## src/rtl/dsm_pkg.sv

```systemverilog
// Shared types and sizing helpers for the delta-sigma receive path.
// The CIC register width is derived here so every user agrees on it.
package dsm_pkg;

  typedef enum logic [1:0] {
    ACCUM = 2'd0,
    COMB  = 2'd1,
    HOLD  = 2'd2
  } cic_state_e;

  function automatic int cic_reg_w(input int eff_w, input int order, input int decim);
    return eff_w + order * $clog2(decim);
  endfunction

endpackage

```

## src/rtl/cic_comb_stage.sv

```systemverilog
// One CIC comb section: y = x - x_delayed, delay register loaded when enabled.
// All arithmetic wraps at W bits.
module cic_comb_stage #(
  parameter int W = 22
) (
  input  logic         clk_i,
  input  logic         rst_i,
  input  logic         en_i,
  input  logic [W-1:0] x_i,
  output logic [W-1:0] y_o
);

  logic [W-1:0] dly_q;

  always_ff @(posedge clk_i or posedge rst_i) begin
    if (rst_i) begin
      dly_q <= '0;
    end else if (en_i) begin
      dly_q <= x_i;
    end
  end

  assign y_o = x_i - dly_q;

endmodule

```

## src/rtl/cic_decim.sv

```systemverilog
// Decimating CIC receiver: modulator stream in, truncated PCM samples out.
// Integrators run at the input beat rate; combs are time-shared one stage per clock.
module cic_decim
  import dsm_pkg::*;
#(
  parameter int IN_WIDTH   = 4,
  parameter int BIPOLAR_1B = 0,
  parameter int ORDER      = 3,
  parameter int DECIM      = 64,
  parameter int OUT_WIDTH  = 16
) (
  input  logic                 aclk,
  input  logic                 arst,
  input  logic [IN_WIDTH-1:0]  s_axis_data_tdata,
  input  logic                 s_axis_data_tvalid,
  output logic                 s_axis_data_tready,
  output logic [OUT_WIDTH-1:0] m_axis_data_tdata,
  output logic                 m_axis_data_tvalid,
  input  logic                 m_axis_data_tready
);

  localparam int EFF_W = (BIPOLAR_1B != 0) ? 2 : IN_WIDTH;
  localparam int REG_W = cic_reg_w(EFF_W, ORDER, DECIM);
  localparam int PH_W  = $clog2(DECIM);
  localparam int CNT_W = $clog2(ORDER + 1);

  if (REG_W < OUT_WIDTH) begin : g_err_width
    $error("cic_decim: register width smaller than OUT_WIDTH");
  end
  if (BIPOLAR_1B != 0 && IN_WIDTH != 1) begin : g_err_bipolar
    $error("cic_decim: bipolar 1-bit mode needs IN_WIDTH == 1");
  end
  if (ORDER < 1 || ORDER > 5) begin : g_err_order
    $error("cic_decim: ORDER out of range 1..5");
  end
  if ((DECIM & (DECIM - 1)) != 0 || DECIM < ORDER + 3) begin : g_err_decim
    $error("cic_decim: DECIM must be a power of two and >= ORDER+3");
  end

  // Both handshakes are plain AXI-Stream: a beat transfers on a rising clock
  // edge where valid and ready are both high; valid never waits on ready.
  logic              accept;
  logic              strobe;
  logic [REG_W-1:0]  x_ext;
  logic [REG_W-1:0]  chain [ORDER+1];
  logic [REG_W-1:0]  stage_y [ORDER];
  logic [REG_W-1:0]  comb_d;

  cic_state_e            state_q;
  logic [PH_W-1:0]       phase_q;
  logic [CNT_W-1:0]      cnt_q;
  logic [REG_W-1:0]      comb_q;
  logic [OUT_WIDTH-1:0]  m_tdata_q;
  logic                  m_tvalid_q;

  // A strobe while a sample is still in flight would overwrite it, so stall there.
  assign s_axis_data_tready = !((phase_q == PH_W'(DECIM - 1)) && (state_q != ACCUM));
  assign accept             = s_axis_data_tvalid && s_axis_data_tready;
  assign strobe             = accept && (phase_q == PH_W'(DECIM - 1));

  if (BIPOLAR_1B != 0) begin : g_in_bipolar
    assign x_ext = s_axis_data_tdata[0] ? REG_W'(1) : '1;
  end else begin : g_in_signed
    assign x_ext = {{(REG_W - IN_WIDTH){s_axis_data_tdata[IN_WIDTH-1]}}, s_axis_data_tdata};
  end

  assign chain[0] = x_ext;

  for (genvar g = 0; g < ORDER; g++) begin : g_integ
    logic [REG_W-1:0] integ_q;

    assign chain[g+1] = integ_q + chain[g];

    always_ff @(posedge aclk or posedge arst) begin
      if (arst) begin
        integ_q <= '0;
      end else if (accept) begin
        integ_q <= chain[g+1];
      end
    end
  end

  for (genvar g = 0; g < ORDER; g++) begin : g_comb
    cic_comb_stage #(.W(REG_W)) u_stage (
      .clk_i (aclk),
      .rst_i (arst),
      .en_i  ((state_q == COMB) && (cnt_q == CNT_W'(g))),
      .x_i   (comb_q),
      .y_o   (stage_y[g])
    );
  end

  always_comb begin
    comb_d = comb_q;
    for (int i = 0; i < ORDER; i++) begin
      if (cnt_q == CNT_W'(i)) comb_d = stage_y[i];
    end
  end

  always_ff @(posedge aclk or posedge arst) begin
    if (arst) begin
      state_q    <= ACCUM;
      phase_q    <= '0;
      cnt_q      <= '0;
      comb_q     <= '0;
      m_tdata_q  <= '0;
      m_tvalid_q <= 1'b0;
    end else begin
      if (accept) begin
        phase_q <= (phase_q == PH_W'(DECIM - 1)) ? '0 : phase_q + PH_W'(1);
      end
      case (state_q)
        ACCUM: begin
          if (strobe) begin
            comb_q  <= chain[ORDER];
            cnt_q   <= '0;
            state_q <= COMB;
          end
        end
        COMB: begin
          // cnt_q == ORDER is the extra cycle that moves the result to the output register.
          if (cnt_q == CNT_W'(ORDER)) begin
            m_tdata_q  <= comb_q[REG_W-1 -: OUT_WIDTH];
            m_tvalid_q <= 1'b1;
            state_q    <= HOLD;
          end else begin
            comb_q <= comb_d;
            cnt_q  <= cnt_q + CNT_W'(1);
          end
        end
        HOLD: begin
          if (m_axis_data_tready) begin
            m_tvalid_q <= 1'b0;
            state_q    <= ACCUM;
          end
        end
        default: state_q <= ACCUM;
      endcase
    end
  end

  assign m_axis_data_tdata  = m_tdata_q;
  assign m_axis_data_tvalid = m_tvalid_q;

endmodule

```

## config.mk

```make
export PLATFORM = sky130hd
export DESIGN_NAME = cic_decim
export DESIGN_NICKNAME = d
export VERILOG_FILES = /design/src/rtl/dsm_pkg.sv /design/src/rtl/cic_comb_stage.sv /design/src/rtl/cic_decim.sv
export SDC_FILE = /design/constraint.sdc
export NUM_CORES = 1
export LEC_CHECK = 0
export CAP_MARGIN = 20
export CORE_ASPECT_RATIO = 0.7
export CORE_MARGIN = 3
export CORE_UTILIZATION = 40
export CTS_CLUSTER_DIAMETER = 60
export CTS_CLUSTER_SIZE = 30
export DETAILED_ROUTE_END_ITERATION = 7
export DONT_BUFFER_PORTS = 1
export REMOVE_ABC_BUFFERS = 1
export SYNTH_ARGS = -nofsm -noshare
export SYNTH_HDL_FRONTEND = slang
export SYNTH_HIERARCHICAL = 1
export SYNTH_SLANG_ARGS = --single-unit
```

## constraint.sdc

```tcl
create_clock -name aclk -period 10.4 [get_ports aclk]
set_clock_uncertainty 0.1 [all_clocks]
set_input_delay 1.56 -clock aclk [delete_from_list [all_inputs] [get_ports aclk]]
set_output_delay 1.56 -clock aclk [all_outputs]
set_load 0.1 [all_outputs]
```

## Word-level counts from Yosys, hierarchy flattened

Index checks and enable logic that the tools add are counted.

| cells by class | value |
|---|---|
| add/subtract/negate cells | 8 |
| $mul | 0 |
| div/mod/pow operators | 0 |
| magnitude comparators | 0 |
| equality and inequality tests | 11 |
| shifts and indexed selects | 0 |
| multiplexer cells | 17 |
| bitwise gates (word level) | 0 |
| reduce and logical (&&, ||, !) cells | 17 |

Operators with widths:

| cell | number |
|---|---|
| 22-bit 2-to-1 mux | 5 |
| 22-bit adder | 3 |
| 22-bit subtractor | 3 |
| 22-bit case mux with 2 select lines | 1 |
| 2-bit 2-to-1 mux | 5 |
| 3-bit AND reduction | 3 |
| 6-bit by 1-bit adder with 6-bit output (second input constant) | 1 |
| 2-bit equality test (second input constant) | 3 |
| 6-bit equality test (second input constant) | 1 |
| 1-bit logical AND | 6 |
| 6-bit 2-to-1 mux | 1 |
| 2-bit inequality test (second input constant) | 3 |
| 2-bit case mux with 3 select lines | 1 |
| 2-bit nonzero test | 3 |
| 2-bit by 1-bit equality test with 1-bit output (second input constant) | 2 |
| 2-bit zero test | 2 |
| 4-bit by 1-bit inequality test with 1-bit output (second input constant) | 1 |
| 2-bit case mux with 2 select lines | 1 |
| 4-bit AND reduction | 1 |
| 2-bit by 1-bit adder with 2-bit output (second input constant) | 1 |
| 1-bit 2-to-1 mux | 2 |
| 2-bit by 1-bit inequality test with 1-bit output (second input constant) | 1 |
| 1-bit case mux with 2 select lines | 1 |
| 2-bit AND reduction | 1 |
| 1-bit zero test | 1 |

| word-level totals | value |
|---|---|
| flip-flop bits (word level) | 181 |
| latch bits | 0 |
| memory bits (writable) | 0 |
| ROM bits | 0 |
| memories kept | 0 |

## Depth between registers and ports, before layout

Gate-level depths: netlist of the first run.

| depth | value |
|---|---|
| depth after elaboration | 7 |
| mapped depth | 27 |

## Cells and area by module

The synthesis of the first run kept the hierarchy.

Modules (own cells, without submodules):

| module | times used | cells an instance | area an instance (µm²) |
|---|---|---|---|
| cic_decim | 1 | 896 | 8040.2 |
| cic_comb_stage at g_comb[1].u_stage ... | 2 | 249 | 2011.9 |
| cic_comb_stage at g_comb[0].u_stage | 1 | 252 | 2013.2 |

## Worst setup path before layout of the first run

Ideal clock, no wire load.

| timing | value |
|---|---|
| path kind | input to register |
| start point | input port s_axis_data_tdata[0] |
| end point | register comb_q[21] |
| setup time | 77 ps |
| arrival | 6558 ps |
| slack | 3664 ps |
| cell stages on the path | 23 |
| path buffers | 0 |
| cells stage by stage | ha_1 > fa_1 > a21o_1 > a21oi_1 > o21bai_1 > a21oi_1 > o21bai_1 > a21oi_1 > o21ai_0 > xor2_1 > ha_1 > or2_2 > a211oi_1 > nor3_1 > a221oi_1 > xnor2_1 > ha_1 > or2_2 > a221oi_1 > a21oi_1 > o41ai_2 > xnor3_1 > a21oi_1 |

RTL lines:

| element | RTL line | RTL |
|---|---|---|
| start, declared | cic_decim.sv:14 | `input logic [IN_WIDTH-1:0] s_axis_data_tdata,` |
| end signal, assigned | cic_decim.sv:115 | `comb_q <= chain[ORDER];` |
| end signal, assigned | cic_decim.sv:127 | `comb_q <= comb_d;` |
| end, declared | cic_decim.sv:52 | `logic [REG_W-1:0] comb_q;` |

==> results of run 1 <==
-- metrics by stage --
step | setup slack [ns] | instance area, µm²
6_report | 3.295 | 15130
5_1_grt | 2.786 | 15130
4_1_cts | 3.330 | 15100
3_5_place_dp | 2.924 | 14520
3_3_place_gp | 3.007 | 14470
2_1_floorplan | 3.659 | 13800
-- kinds of logic after synthesis --
| logic type | synth area share |
|---|---|
| simple gates | 0.1431 |
| fa+ha+maj | 0.1267 |
| xor+xnor | 0.07350 |
| mux | 0.05919 |
| flops | 0.3217 |
| compound gates | 0.2291 |
| buf+inv | 0.04657 |
-- flip-flops by register name, indices dropped and copies added (netlist names) --
| name | count |
|---|---|
| state_q | 2 |
| g_integ.integ_q | 66 |
| m_axis_data_tvalid | 1 |
| comb_q | 22 |
| cnt_q | 2 |
| m_axis_data_tdata | 16 |
| phase_q | 6 |
| g_comb.u_stage/dly_q | 66 |
-- metal layers --
layer,share of wire,vias up
li1,-,5766
met1,0.54,5490
met2,0.39,293
met3,0.052,34
met4,0.015,2
met5,0.00037,-
-- area by class of cell --
type	instances	area (µm²)	share of cell area
inverters	101	381.6	0.02523
clock buffers	19	442.9	0.02928
well taps	464	580.6	0.03838
repair buffers	13	147.6	0.009759
multi-input cells	1299	8914	0.5892
flip-flops and latches	181	4529	0.2994
clock inverters	9	132.6	0.008767
-- synthesized netlist by cell type, types with 24 or more instances --
cell      instances  share of area
nand2_1         227          0.061
dfrtp_1         181           0.32
o21ai_0         162          0.058
a21oi_1         134          0.048
ha_1            133           0.12
nor2_1          113          0.030
inv_1           101          0.027
xnor2_1          68          0.042
clkbuf_1         50          0.013
mux2_2           50          0.040
xor2_1           43          0.027
a21o_1           39          0.021
mux2i_1          27          0.019
a31oi_1          24          0.011
-- critical path, delay by kind of cell --
| kind | cells | cell delay (ns) |
|---|---|---|
| simple gates | 3 | 0.81 |
| fa+ha+maj | 4 | 1.11 |
| compound gates | 13 | 3.15 |
| xor+xnor | 3 | 0.74 |
-- worst paths after layout --
| path | endpoint |
|---|---|
| worst max register to register | comb_q[21] |
| min in group asynchronous | g_comb[1].u_stage/dly_q[1] |
| worst max-delay path | comb_q[21] |
| worst min-delay path | g_integ[0].integ_q[0] |
| worst min register to register | g_integ[0].integ_q[0] |
| max in group asynchronous | g_integ[1].integ_q[18] |
==> metrics.md, run 1 <==
| Metric | Value |
|---|---|
| # H-tree levels | 4 |
| GPL Wtd Cong | 0.8724 |
| Total number of vias | 11590 |
| Cells along the critical path | ha_1, fa_1, a21o_1, a21oi_1, o21bai_1, a21oi_1, o21bai_1, a21oi_1, o21ai_0, xor2_1, ha_1, or2_2, a211oi_1, nor3_1, a221oi_1, xnor2_1, ha_1, or2_2, a221oi_1, a21oi_1, o41ai_2, xnor3_1, a21oi_1 |
| Share of layout cells above drive strength 1 | 0.08138 |
| Maximum clock rate | 140.8 MHz |
| Final Hold Vio Count | 0 |
| Wirelength per Cell | 16.67 µm |
| Core box area | 34050 µm² |
| Largest net degree at the start of global routing | 69 |
| Slew @ Worst Pin | 1.122 ns |
| Synth Register Bits | 181 |
| Clock sink count | 181 |
| # DRC | 0 |
| Seq/Total Area, Yosys | 0.3217 |
| Total of max-cap violations | 0 |
| CTS Buf Count | 17 |
| Ant. Diodes | 0 |
| I/O pin count | 26 |
| WL final | 34770 µm |
| Pins over their slew limit | 0 |
| Finished Layout Cells | 2086 |
| Final Critical Period | 7.105 ns |
| Final setup fails | 0 |
| Slowest cell on the critical path | a221oi_1 |
| First-pass GRT wire length | 57320 µm |
| Area grow syn2layout | 7.466% |
| Critical R2R Launch | g_integ[0].integ_q[0] |
| RSZ-0062 raised after global routing | false |
| Relative slew slack | 0.2521 |
| Met3 usage | 0.03059 |
| HP Class | reg -> reg |
| Initial core utilization | 0.4134 |
| Gr ovfl total | 0 |
| Gr busiest metal | met1 |
| Via-to-Cell Ratio | 5.554 |
| Status | completed |
| Hold Path Depth | 2 |
| Crit path max fanout | 5 |
| Ys async rst share | 1.000 |
| Hold path start | g_integ[0].integ_q[0] |
| CP startpoint | s_axis_data_tdata[0] |
| GR Util met1 | 0.3012 |
| DRT Pass-1 Iters | 5 |
| Die Width | 230.2 µm |
| Die ar. | 37520 µm² |
| Final hold slack | 0.3770 ns |
| Total Routing Usage GR | 0.1892 |
| YS warnings | 6 |
| Commonest non-fill, non-tap cell in the layout | nand2_1 |
| Cell count after synthesis | 1646 |
| Critical path capture point type | flop |
| FP Rows | 56 |
| Clk root buf | clkbuf_16 |
| Syn Area/Cell | 8.552 µm² |
| Antenna Nets Post-Route | 0 |
| Register-to-Register Path Depth | 23 |
| Met2 Use GR | 0.2597 |
| CP max stage delay | 0.72 ns |
| Post-detail-place hpwl | 25500 µm |
| Initial antenna violation count | 1 |
| Filler cell count | 3381 |
| Final period utilization | 0.6832 |
| R2R Setup Slk | 4.03 ns |
| Core Util, Final | 0.4443 |
| Skew-Pair Late Insertion Delay | 0.46 ns |
| CP most frequent cell | a21oi_1 |
| # placed instances | 2056 |
| Critical Path Source Type | input port |
| Hold buffer count at cts | 0 |
| Largest buffer count on any clock path | 2 |
| Port bufs | 0 |
| Most frequent cells in the layout | nand2_1, dfrtp_1, o21ai_0 |
| Crit path kind | in -> reg |
| Post-cts resize count | 0 |
| Die height | 163.0 µm |
| Setup total negative slack | 0 ns |
| Synth cell types | 74 |
| Vias in the first global route | 10750 |
| Syn Std Cell Area | 14080 µm² |
| CTS tree | yes |
| Req. time, crit path | 10.67 ns |
| Crit path DAT | 7.38 ns |
| Postcts setup bufs | 0 |
| 1st-iter DRT viols | 830 |
| Final layout net count | 1760 |
| Reg clk slew, reported paths | 0.07 ns |
| EDFF count, synth | 0 |
| Top_reg_cell synth | dfrtp_1 |
Power of run 1 is not shown: default switching activity piles up to over one toggle a cycle in this logic, so the estimate is an artifact.
==> run 2: changes to the inputs <==
==> constraint.sdc (replaced) <==
create_clock -name aclk -period 7.46 [get_ports aclk]
set_clock_uncertainty 0.1 [all_clocks]
set_input_delay 1.119 -clock aclk [delete_from_list [all_inputs] [get_ports aclk]]
set_output_delay 1.119 -clock aclk [all_outputs]
set_load 0.1 [all_outputs]
==> metrics.md, run 2 (synthesis results as in run 1) <==
| Metric | Value |
|---|---|
| Status | completed (unchanged) |
| GR Util met1 | 0.3002 (was 0.3012) |
| Initial antenna violation count | 0 (was 1) |
| Total number of vias | 11480 (was 11590) |
| Skew-Pair Late Insertion Delay | 0.45 ns (was 0.46 ns) |
| Gr ovfl total | 0 (unchanged) |
| Most frequent cells in the layout | nand2_1, dfrtp_1, o21ai_0 (unchanged) |
| Slew @ Worst Pin | 1.162 ns (was 1.122 ns) |
| # placed instances | 2056 (unchanged) |
| Vias in the first global route | 10880 (was 10750) |
| Hold buffer count at cts | 0 (unchanged) |
| Crit path max fanout | 6 (was 5) |
| GPL Wtd Cong | 0.8795 (was 0.8724) |
| Pins over their slew limit | 0 (unchanged) |
| Wirelength per Cell | 16.52 µm (was 16.67 µm) |
| Clock sink count | 181 (unchanged) |
| Clk root buf | clkbuf_16 (unchanged) |
| Commonest non-fill, non-tap cell in the layout | nand2_1 (unchanged) |
| Postcts setup bufs | 0 (unchanged) |
| Final setup fails | 0 (unchanged) |
| CP max stage delay | 0.48 ns (was 0.72 ns) |
| FP Rows | 56 (unchanged) |
| Final Hold Vio Count | 0 (unchanged) |
| Met3 usage | 0.03601 (was 0.03059) |
| Crit path DAT | 6.83 ns (was 7.38 ns) |
| Non-Filler Cell Area, Final | 15190 µm² (was 15130 µm²) |
| Seq. cell area | 4529 µm² (unchanged) |
| Largest buffer count on any clock path | 2 (unchanged) |
| 1st-iter DRT viols | 969 (was 830) |
| Final hold slack | 0.3374 ns (was 0.3770 ns) |
| First-pass GRT wire length | 57680 µm (was 57320 µm) |
| Relative slew slack | 0.2254 (was 0.2521) |
| Ant. Diodes | 0 (unchanged) |
| Post-detail-place hpwl | 25400 µm (was 25500 µm) |
| HP Class | in -> async (was reg -> reg) |
| Total of max-cap violations | 0 (unchanged) |
| I/O pin count | 26 (unchanged) |
| CTS tree | yes (unchanged) |
| Die ar. | 37520 µm² (unchanged) |
| WL final | 34540 µm (was 34770 µm) |
| Antenna Nets Post-Route | 0 (unchanged) |
| Die height | 163.0 µm (unchanged) |
| Critical Path Source Type | input port (unchanged) |
| Port bufs | 0 (unchanged) |
| Initial core utilization | 0.4134 (unchanged) |
| Worst Path Buf+Inv | 0 (unchanged) |
| Share of layout cells above drive strength 1 | 0.08482 (was 0.08138) |
| Largest net degree at the start of global routing | 69 (unchanged) |
| Area grow syn2layout | 7.937% (was 7.466%) |
| Final layout net count | 1761 (was 1760) |
| Placed inst area | 14490 µm² (was 14520 µm²) |
| Crit path kind | in -> reg (unchanged) |
| # DRC | 0 (unchanged) |
| Met2 Use GR | 0.2665 (was 0.2597) |
| Final Critical Period | 6.547 ns |
| Critical path capture point type | flop (unchanged) |
| Via-to-Cell Ratio | 5.492 (was 5.554) |
| DRT Pass-1 Iters | 5 (unchanged) |
| Total Routing Usage GR | 0.1892 (about the same) |
| Reg clk slew, reported paths | 0.07 ns (about the same) |
| Final period utilization | 0.8776 |
| Die Width | 230.2 µm (unchanged) |
| Slowest cell on the critical path | nor3_1 (was a221oi_1) |
| # H-tree levels | 4 (unchanged) |
| Post-cts resize count | 0 (unchanged) |
| Gr busiest metal | met1 (unchanged) |
| Delay-heaviest family, CP | compound AO/OA/AOI/OAI gates (unchanged) |
| Largest registers | g_comb.u_stage/dly_q x66, g_integ.integ_q x66, comb_q x22 (unchanged) |
| Req. time, crit path | 7.74 ns (was 10.67 ns) |
| Filler cell count | 3405 (was 3381) |
| Finished Layout Cells | 2091 (was 2086) |
| CTS Buf Count | 17 (unchanged) |
| Setup total negative slack | 0 ns (unchanged) |
| Maximum clock rate | 152.7 MHz |
| CP most frequent cell | a21oi_1 (unchanged) |
| Core box area | 34050 µm² (unchanged) |
| Multi-input gate area | 8914 µm² (unchanged) |
| RSZ-0062 raised after global routing | false (unchanged) |
-- run 2: changes by cell type in the layout (fill, tap and decap cells not counted) --
cell        change
clkbuf_8        +1
buf_4           +2
clkinv_2        -2
clkinvlp_4      +3
inv_6           +3
buf_12          -1
buf_16          +1
clkbuf_2        -1
clkbuf_1        -1
-- run 2: path summary, 6_finish.rpt --
kind | cells after the start | startpoint | to | slack, ns
setup / recovery | 26 | s_axis_data_tdata[0] | comb_q[21] | 0.91
hold / removal | 1 | arst | g_comb[0].u_stage/dly_q[0] | 0.34
setup reg to reg | 26 | g_integ[0].integ_q[0] | comb_q[21] | 1.20
hold reg to reg | 2 | g_integ[0].integ_q[0] | g_integ[0].integ_q[0] | 0.38
max in group asynchronous | 2 | arst | m_axis_data_tdata[13] | 5.36
min in group aclk | 2 | g_integ[0].integ_q[0] | g_integ[0].integ_q[0] | 0.38
-- run 2: worst register-to-register path: stages, from the launching register on --
cell	delay (ns)
dfrtp_1	0.38
ha_1	0.21
fa_1	0.41
a21o_1	0.19
a21oi_1	0.26
o21bai_1	0.10
a21oi_1	0.23
o21bai_1	0.11
a21oi_1	0.21
xnor2_1	0.12
ha_1	0.40
nand3_1	0.13
nor2_1	0.18
a211oi_1	0.09
nor3_1	0.48
a21oi_1	0.16
nor2b_1	0.14
nor2_1	0.06
xnor2_1	0.19
ha_1	0.33
a21oi_1	0.17
o21bai_1	0.12
a221oi_1	0.34
a21oi_1	0.17
o41ai_2	0.38
xnor3_1	0.39
a21oi_1	0.14
-- run 2: layout make-up --
type | instances | share of cell area
clock buffer | 19 | 0.02981
clock inverter | 13 | 0.01128
inverter | 101 | 0.02512
multi-input combinational | 1299 | 0.5866
sequential | 181 | 0.2981
tap | 464 | 0.03821
timing repair buffer | 14 | 0.01087
-- run 2: per-layer routing --
metal / part of all wire / up-vias
met5: 0 / -
met4: 0.0074 / 0
met3: 0.051 / 20
met2: 0.40 / 271
met1: 0.55 / 5440
li1: - / 5753
-- run 2: stage by stage --
step                      setup WS (ns)    util
after CTS                         1.031  0.4438
final                            0.9129  0.4462
after floorplan                   1.160       -
after global routing             0.3059  0.4462
after detailed placement         0.6178  0.4254
after global placement           0.6212  0.4254
Power of run 2 is left out for the same reason.
==> edit: new RTL, settings of run 2 <==
Set the parameter `ORDER` to 2 (it was 3).
--- a/src/rtl/cic_decim.sv
+++ b/src/rtl/cic_decim.sv
@@ -5,7 +5,7 @@
 #(
   parameter int IN_WIDTH   = 4,
   parameter int BIPOLAR_1B = 0,
-  parameter int ORDER      = 3,
+  parameter int ORDER      = 2,
   parameter int DECIM      = 64,
   parameter int OUT_WIDTH  = 16
 ) (
Function: no difference found for any inputs over 10 cycles, from zero or initial values and one cycle with arst high; that may be too few to reach the edited logic, so the function may still have changed.
==> edit against run 2 <==
Area after synthesis shrank 46%; worst setup slack improved by 1.9 ns; sequential cell count decreased by 74; cell area down 46%; non-clock buffer count decreased by 9; wire length down 48%; critical endpoint is now g_integ[1].integ_q[15]; largest cell class unchanged.
==> edit: results (changes against run 2) <==
Status - finished, final reports clean
DP HPWL - 13,200 um (-48%)
Clk_lat worst skew - 0.36 ns (-0.09 ns)
Critical R2R Launch - g_integ[0].integ_q[0]
Crit Path Max Fanout - 4 (-2)
Layout cells sized above 1 - 0.0789 (-0.00590)
Largest net degree at the start of global routing - 76 (+10%)
CTS max path bufs - 2 (unchanged)
Hold Path Class - reg2reg
Global-route wire length before repair - 29,500 um (-49%)
Max-slew headroom - 0.240 (+0.0148)
Cell family with most CP delay - compound AO/OA/AOI/OAI gates
Initial DRC count - 444 (-54%)
# nets final - 922 (-48%)
Path depth of the worst reg2reg path - 18 (-31%)
FMAX - 0.213 GHz (+40%)
WL final - 17,800 um (-48%)
Crit-path max cell delay - 0.42 ns (-0.06 ns)
Worst path slowest cell - fa_1
Area contributors post-synth - dfrtp_1 (35%), ha_1 (11%), nand2_1 (5.6%)
Resized Gates After CTS - 0 (unchanged)
Synth warnings - 6 (unchanged)
Async SR Flop Fraction - 1.00 (unchanged)
Global-route usage over all layers - 0.178 (-0.0116)
Leak - 3.85 nW
DP Worst Slack - 2.50 ns (+1.88 ns)
Worst reg2reg setup slack - 3.17 ns (+1.97 ns)
Main synth FF type - dfrtp_1
Initial antenna violation count - 0 (unchanged)
Root buf cell - clkbuf_16
DR vias/cell - 5.50 (about the same)
Cell variety after synth - 80 (+8.1%)
Reg clk slew, reported paths - 0.08 ns
Synth top cells by count - nand2_1 (114), dfrtp_1 (107), o21ai_0 (81), ha_1 (66), inv_1 (59)
Vias in the first global route - 5,666 (-48%)
Met1 Use GR - 0.285 (-0.0153)
Sequential share of the synthesized area - 0.349 (+0.0277)
Post-CTS Setup Repair Bufs - 0 (unchanged)
GR Util met2 - 0.245 (-0.0218)
Global placement routability congestion - 0.898 (+2.1%)
Total CTS buffers - 9 (-8)
Port Buf Inserts - 0 (unchanged)
Largest regs - g_comb.u_stage/dly_q x32, g_integ.integ_q x32
Worst reg2reg path endpoint - g_integ[1].integ_q[15]
Placed instance area - 0.00787 mm^2 (-46%)
Met3 GRT Util - 0.0383 (+0.00226)
Fillcell total - 1,816 (-47%)
H-tree depth - 3 (-1)
Setup violators final - 0 (unchanged)
edit: worst register-to-register path, cell delays in order (launching register included):
cell and delay, ns:
dfrtp_1 0.35, ha_1 0.19, inv_1 0.06, fa_1 0.42, nor2b_1 0.12, o21ai_0 0.10, a21oi_1 0.30, o211a_1 0.25
o211ai_1 0.14, a21boi_0 0.29, nor2_1 0.10, ha_1 0.23, nor3_1 0.28, a2111oi_0 0.18, a221oi_1 0.36, o21ai_0 0.21
nor4_1 0.25, nand3b_1 0.16, xnor2_1 0.12
edit: power groups by stage:
stage                     clock, mW  sequential [mW]  combinational [mW]
final                         0.468            0.782                1.86
after global routing          0.505            0.798                2.10
after CTS                     0.486            0.782                1.86
after detailed placement          0            0.792                1.85
after global placement            0            0.792                1.82
after floorplan                   0            0.767                1.49
edit: kinds of logic (layout without fill, tap and decap cells):
| family | after synthesis | count (layout) | synth area share |
|---|---|---|---|
| muxes | 41 | 41 | 0.0596 |
| buffers and inverters | 88 | 80 | 0.0462 |
| adders and majority gates | 70 | 70 | 0.118 |
| AOI/OAI and AO/OA | 256 | 256 | 0.219 |
| xor gates and xnor gates | 48 | 48 | 0.0568 |
| DFF | 107 | 107 | 0.349 |
| and+or+nand+nor | 247 | 247 | 0.151 |
edit: stage by stage:
stage          instances  hold WS [ns]
2_1_floorplan        828         0.339
3_3_place_gp        1069         0.357
3_5_place_dp        1069         0.363
4_1_cts             1085         0.379
5_1_grt             1085         0.389
6_report            1085         0.376
edit: worst max-delay path by stage:
stage	endpoint
final	g_integ[1].integ_q[15]
after global placement	g_integ[1].integ_q[15]
after detailed placement	g_integ[1].integ_q[15]
after global routing	g_integ[1].integ_q[15]
after floorplan	g_integ[0].integ_q[12]
after CTS	g_integ[1].integ_q[15]
edit: final cells by class:
type                    instances  area (um^2)  area share
well taps                     236          295      0.0363
clock buffers                  10          229      0.0281
flip-flops and latches        107         2680       0.329
repair buffers                  5         37.5     0.00461
multi-input cells             662         4630       0.569
clock inverters                 6         47.5     0.00584
inverters                      59          223      0.0273
edit: per-layer routing:
layer | vias up | routed length [um]
li1 | 3030 | -
met1 | 2831 | 9900
met2 | 93 | 7050
met3 | 10 | 774
met4 | 0 | 110
met5 | - | 0
